## src/rtl/scc_mem_bridge.sv

```systemverilog
// SCC core/memory bridge: arbitrates split fetch/data requests onto one ready-handshake memory port.
// Optional one-entry fetch buffer enabled by defining SCC_BRIDGE_IBUF_EN.
module scc_mem_bridge #(
  parameter int unsigned AW      = 32,
  parameter int unsigned DW      = 32,
  parameter int unsigned TIMEOUT = 64
) (
  input  logic          clk,
  input  logic          reset,
  input  logic [AW-1:0] scc_in_mem_addr,
  input  logic          scc_in_mem_en,
  output logic [DW-1:0] scc_in_mem,
  output logic          scc_in_valid,
  input  logic [AW-1:0] scc_data_addr,
  input  logic [DW-1:0] scc_data_out,
  input  logic          scc_data_read,
  input  logic          scc_data_write,
  output logic [DW-1:0] scc_data_in,
  output logic          scc_data_valid,
  output logic          scc_stall,
  output logic [AW-1:0] mem_addr,
  output logic [DW-1:0] mem_wdata,
  output logic          mem_read,
  output logic          mem_write,
  input  logic [DW-1:0] mem_rdata,
  input  logic          mem_ready,
  output logic          bus_error
);

  localparam logic [1:0] S_IDLE   = 2'd0;
  localparam logic [1:0] S_ACCESS = 2'd1;
  localparam logic [1:0] S_RESP   = 2'd2;

  localparam int unsigned CW      = (TIMEOUT > 1) ? $clog2(TIMEOUT) : 1;
  localparam logic [CW-1:0] TO_LAST = CW'(TIMEOUT - 1);

  logic [1:0]    r_state;
  logic [1:0]    w_state_nxt;
  logic          r_is_data;
  logic          r_is_write;
  logic [CW-1:0] r_cnt;
  logic [AW-1:0] r_mem_addr;
  logic [DW-1:0] r_mem_wdata;
  logic          r_mem_read;
  logic          r_mem_write;
  logic [DW-1:0] r_in_mem;
  logic          r_in_valid;
  logic [DW-1:0] r_data_in;
  logic          r_data_valid;
  logic          r_bus_error;

  logic          w_data_req;
  logic          w_timeout;
  logic          w_done;
  logic [DW-1:0] w_resp_word;
  logic          w_ib_hit;
  logic [DW-1:0] w_ib_word;

  assign w_data_req = scc_data_read | scc_data_write;

`ifdef SCC_BRIDGE_IBUF_EN
  logic          r_ib_valid;
  logic [AW-1:0] r_ib_tag;
  logic [DW-1:0] r_ib_word;

  assign w_ib_hit  = r_ib_valid && (r_ib_tag == scc_in_mem_addr);
  assign w_ib_word = r_ib_word;

  // Fill on a completed fetch; drop the entry when a data write lands on its address.
  always_ff @(posedge clk or negedge reset) begin
    if (!reset) begin
      r_ib_valid <= 1'b0;
      r_ib_tag   <= '0;
      r_ib_word  <= '0;
    end else if (w_done) begin
      if (!r_is_data && mem_ready) begin
        r_ib_valid <= 1'b1;
        r_ib_tag   <= r_mem_addr;
        r_ib_word  <= mem_rdata;
      end else if (r_is_write && (r_mem_addr == r_ib_tag)) begin
        r_ib_valid <= 1'b0;
      end
    end
  end
`else
  assign w_ib_hit  = 1'b0;
  assign w_ib_word = '0;
`endif

  // Completion and timeout decode for the ACCESS state.
  always_comb begin
    w_timeout   = 1'b0;
    w_done      = 1'b0;
    w_resp_word = '0;
    if (r_state == S_ACCESS) begin
      w_timeout = (TIMEOUT != 0) && !mem_ready && (r_cnt == TO_LAST);
      w_done    = mem_ready || w_timeout;
    end
    if (mem_ready && !r_is_write)
      w_resp_word = mem_rdata;
  end

  always_comb begin
    w_state_nxt = r_state;
    case (r_state)
      S_IDLE: begin
        if (w_data_req || (scc_in_mem_en && !w_ib_hit))
          w_state_nxt = S_ACCESS;
        else if (scc_in_mem_en)
          w_state_nxt = S_RESP;
      end
      S_ACCESS: if (w_done) w_state_nxt = S_RESP;
      S_RESP:   w_state_nxt = S_IDLE;
      default:  w_state_nxt = S_IDLE;
    endcase
  end

  always_ff @(posedge clk or negedge reset) begin
    if (!reset) r_state <= S_IDLE;
    else        r_state <= w_state_nxt;
  end

  // Request latch, memory strobes and response capture.
  always_ff @(posedge clk or negedge reset) begin
    if (!reset) begin
      r_is_data    <= 1'b0;
      r_is_write   <= 1'b0;
      r_cnt        <= '0;
      r_mem_addr   <= '0;
      r_mem_wdata  <= '0;
      r_mem_read   <= 1'b0;
      r_mem_write  <= 1'b0;
      r_in_mem     <= '0;
      r_in_valid   <= 1'b0;
      r_data_in    <= '0;
      r_data_valid <= 1'b0;
      r_bus_error  <= 1'b0;
    end else begin
      r_in_valid   <= 1'b0;
      r_data_valid <= 1'b0;
      case (r_state)
        S_IDLE: begin
          if (w_data_req) begin
            r_is_data   <= 1'b1;
            r_is_write  <= scc_data_write;
            r_mem_addr  <= scc_data_addr;
            r_mem_wdata <= scc_data_write ? scc_data_out : '0;
            r_mem_read  <= !scc_data_write;
            r_mem_write <= scc_data_write;
            r_cnt       <= '0;
          end else if (scc_in_mem_en) begin
            r_is_data  <= 1'b0;
            r_is_write <= 1'b0;
            if (w_ib_hit) begin
              r_in_valid <= 1'b1;
              r_in_mem   <= w_ib_word;
            end else begin
              r_mem_addr  <= scc_in_mem_addr;
              r_mem_wdata <= '0;
              r_mem_read  <= 1'b1;
              r_cnt       <= '0;
            end
          end
        end
        S_ACCESS: begin
          if (w_done) begin
            r_mem_read  <= 1'b0;
            r_mem_write <= 1'b0;
            if (r_is_data) begin
              r_data_valid <= 1'b1;
              r_data_in    <= w_resp_word;
            end else begin
              r_in_valid <= 1'b1;
              r_in_mem   <= w_resp_word;
            end
            if (w_timeout) r_bus_error <= 1'b1;
          end else begin
            r_cnt <= r_cnt + CW'(1);
          end
        end
        default: ;
      endcase
    end
  end

  assign scc_in_mem     = r_in_mem;
  assign scc_in_valid   = r_in_valid;
  assign scc_data_in    = r_data_in;
  assign scc_data_valid = r_data_valid;
  assign mem_addr       = r_mem_addr;
  assign mem_wdata      = r_mem_wdata;
  assign mem_read       = r_mem_read;
  assign mem_write      = r_mem_write;
  assign bus_error      = r_bus_error;

  // Stall is combinational so the core freezes in the same cycle it raises a request.
  assign scc_stall = (scc_in_mem_en & ~r_in_valid) | (w_data_req & ~r_data_valid);

endmodule

```

## config.mk

```make
export PLATFORM = sky130hd
export DESIGN_NAME = scc_mem_bridge
export DESIGN_NICKNAME = d
export VERILOG_FILES = /design/src/rtl/scc_mem_bridge.sv
export SDC_FILE = /design/constraint.sdc
export NUM_CORES = 1
export LEC_CHECK = 0
export BUFFER_PORTS_ARGS = -buffer_cell sky130_fd_sc_hd__clkbuf_2
export CORE_MARGIN = 2
export CORE_UTILIZATION = 48
export DETAILED_ROUTE_END_ITERATION = 12
export GPL_ROUTABILITY_DRIVEN = 0
export HOLD_SLACK_MARGIN = 0.05
export PLACE_DENSITY_LB_ADDON = 0.2
export SYNTH_ARGS = -nofsm -noshare
export SYNTH_HDL_FRONTEND = slang
export SYNTH_SLANG_ARGS = --single-unit
```

## constraint.sdc

```tcl
create_clock -name clk -period 2.35 [get_ports clk]
set_clock_uncertainty 0.05 [all_clocks]
set_input_delay 0.235 -clock clk [delete_from_list [all_inputs] [get_ports clk]]
set_output_delay 0.235 -clock clk [all_outputs]
set_load 0.02 [all_outputs]
```

==> reports/metrics.cfg <==
[outcome]
status=completed

[critical_path]
critPathSlowestCell=or3_2
crit_fanout=33
endpoint_kind=flop
crit_family=simple AND/OR/NAND/NOR gates
crit_buf_inv=1
slowest_delay_ps=500
crit_chain=ha_1, and3_4, a31oi_4, or3_2, buf_12, mux2_4
path_class=reg -> reg
crit_path_start_kind=flop
worst-endpoint-required_ps=2590
critPathArrivalTime_ps=2430

[routing]
ant_nets=0
num_vias=4976
drt-pass1-iter-count=5
drtIter0Drc=307
wl_mm=15.8
avgViaCountPerCell=4.98
wl_per_cell_um=15.8
drc=0

[clock_tree]
cts_num_sinks=143
ctsResizeCount=0
clk-insertion-delay-late_ps=410
cts-root-buf=clkbuf_16
clockBufferDepth=2
htree_levels=4
cts.clk_slew.worst_paths_ps=60
cts-buffers-inserted=17
cts_tree=done

[yosys]
avgSynthCellArea_um2=11.9
yosysSeqAreaShare_pct=58.1
yosysTopAreaCell=dfrtp_1
synth_nets=653
synth_top_area_share_pct=58.1
synth_edf_count=0
synth_area_leaders=dfrtp_1 (58%), mux2_4 (7.1%), mux2_2 (6.6%)
synth_area_um2=6160
synthCells=518
synthDistinctLibCells=39
yosysWarnings=0
async_reset_ff_share_pct=100
ys_ff_latch=143
synth_flop_cell=dfrtp_1

[grt]
grt_pass1_vias=5024
grt_max_degree=69
overflow=0
antenna_found_initial=0
grt_pass1_wl_mm=24.5
globalRouteTotalUtil_pct=23.5

[cells_and_area]
n_antenna_cell=0
fillCellCount=959
final_cell_mix=clkbuf_2 (266), dfrtp_1 (143), nand2_1 (103)
nets=953
layout_commonest_cell=clkbuf_2
final_core_util_pct=68.9
syn2layout_area_growth_pct=40.6
final_layout_size_suffix_gt1_share_pct=45.5

[timing]
setup_tns_ps=0
setup_violations=0
min_period_ps=2190
worstMarginPinSlew_ps=1080
hold_viol=0
fin_crit_sh_pct=93.0
slew_headroom_pct=27.8
fmax_mhz=457
rsz0062_at_grt=false
drv_slew=0

[floorplanning]
chipHeight_um=117
fp-row-count=41
die_area_um2=13800
start_util_pct=49.0
die_w_um=117
ioPinCount=268
design.core.area_um2=12600

[power]
leakagePower_nw=4.71
cellPowerDensity_nw_per_um2=1290
ir_drop_mv=0.660

[worst_hold_path]
hp-class=in -> reg

[placed_design]
dp_hpwl_mm=10.9
portBuffers=267

[run]
drv_cap=0

==> kinds of logic (layout without fill, tap and decap cells) <==
group	count (synthesis)	after routing	synth area share, %
and+or+nand+nor	187	187	14.1
DFF	143	143	58.1
muxes	99	99	19.2
AOI/OAI and AO/OA	51	51	4.89
buffers and inverters	37	347	3.57
adders and majority gates	1	1	0.203
==> metrics by stage <==
| step | power, mW | hold slack (ps) | setup WS [ps] | cells | cell area (µm²) |
|---|---|---|---|---|---|
| detailed placement | 8.44 | 177 | 173 | 933 | 7690 |
| CTS | 11.2 | 50.0 | 166 | 1000 | 8660 |
| finish | 11.1 | 61.0 | 164 | 1000 | 8660 |
| global route | 11.8 | 63.1 | 101 | 1000 | 8660 |
| global placement | 8.28 | 167 | 224 | 933 | 7690 |
| floorplan | 6.83 | -111 | 356 | 518 | 6160 |
==> per-layer routing <==
| layer | up-vias | global-route usage (%) | part of all wire, % |
|---|---|---|---|
| met4 | 0 | 9.96 | 2.5 |
| met2 | 202 | 40.0 | 50 |
| met1 | 2389 | 27.5 | 40 |
| met3 | 33 | 7.36 | 7.5 |
| li1 | 2352 | - | - |
| met5 | - | 0 | 0 |
==> Yosys cell counts (2+ instances only) <==
library cell / instances
a21oi_1: 4
and2_1: 32
buf_12: 3
buf_2: 9
buf_4: 3
clkbuf_1: 14
clkbuf_2: 2
dfrtp_1: 143
inv_1: 4
mux2_2: 36
mux2_4: 29
mux2i_1: 34
nand2_1: 103
nand3_1: 38
nor2_1: 4
o21ai_0: 35
o22ai_1: 3
==> area by class of cell <==
| type | count | area [µm²] | share of cell area, % |
|---|---|---|---|
| clock inverter | 5 | 105 | 1.21 |
| clock buffer | 24 | 492 | 5.68 |
| timing repair buffer | 314 | 1870 | 21.5 |
| multi-input combinational | 338 | 2390 | 27.6 |
| tap | 172 | 215 | 2.48 |
| sequential | 143 | 3580 | 41.3 |
| inverter | 4 | 15.0 | 0.173 |
==> flip-flops by register name, summed over array words and instances (netlist names) <==
name / cells
scc_in_mem: 32
r_is_write: 1
mem_wdata: 32
scc_data_valid: 1
r_is_data: 1
bus_error: 1
mem_addr: 32
scc_in_valid: 1
mem_read: 1
r_cnt: 6
r_state: 2
scc_data_in: 32
mem_write: 1
==> power by group <==
part           internal (mW)  switching [mW]
clock                   1.77           0.960
combinational           1.70            2.70
sequential              3.43           0.592
==> worst min-delay path, delay by kind of cell <==
kind                   cells  cell delay, ps
muxes                      1              50
AOI/OAI and AO/OA          1             120
buffers and inverters      1              70
==> what timing repair did <==
action,in CTS,in global routing
setup buffers,0,0
endpoints found under the hold margin,88,0
hold buffers,38,0
==> final timing paths <==
kind                       slack, ps                       from                         end  cells past startpoint
setup / recovery                 160       r_cnt[0]$_DFFE_PN0P_  scc_in_mem[19]$_DFFE_PN0P_                      6
min in group asynchronous        320                      reset  scc_in_mem[10]$_DFFE_PN0P_                      2
max in group asynchronous       1300                      reset     mem_addr[7]$_DFFE_PN0P_                      3
hold reg to reg                  410  mem_wdata[14]$_DFFE_PN0P_   mem_wdata[14]$_DFFE_PN0P_                      2
hold / removal                    60           scc_data_addr[4]     mem_addr[4]$_DFFE_PN0P_                      3
setup reg to reg                 160       r_cnt[0]$_DFFE_PN0P_  scc_in_mem[19]$_DFFE_PN0P_                      6
Note: power is estimated with default switching activity, not from simulation.
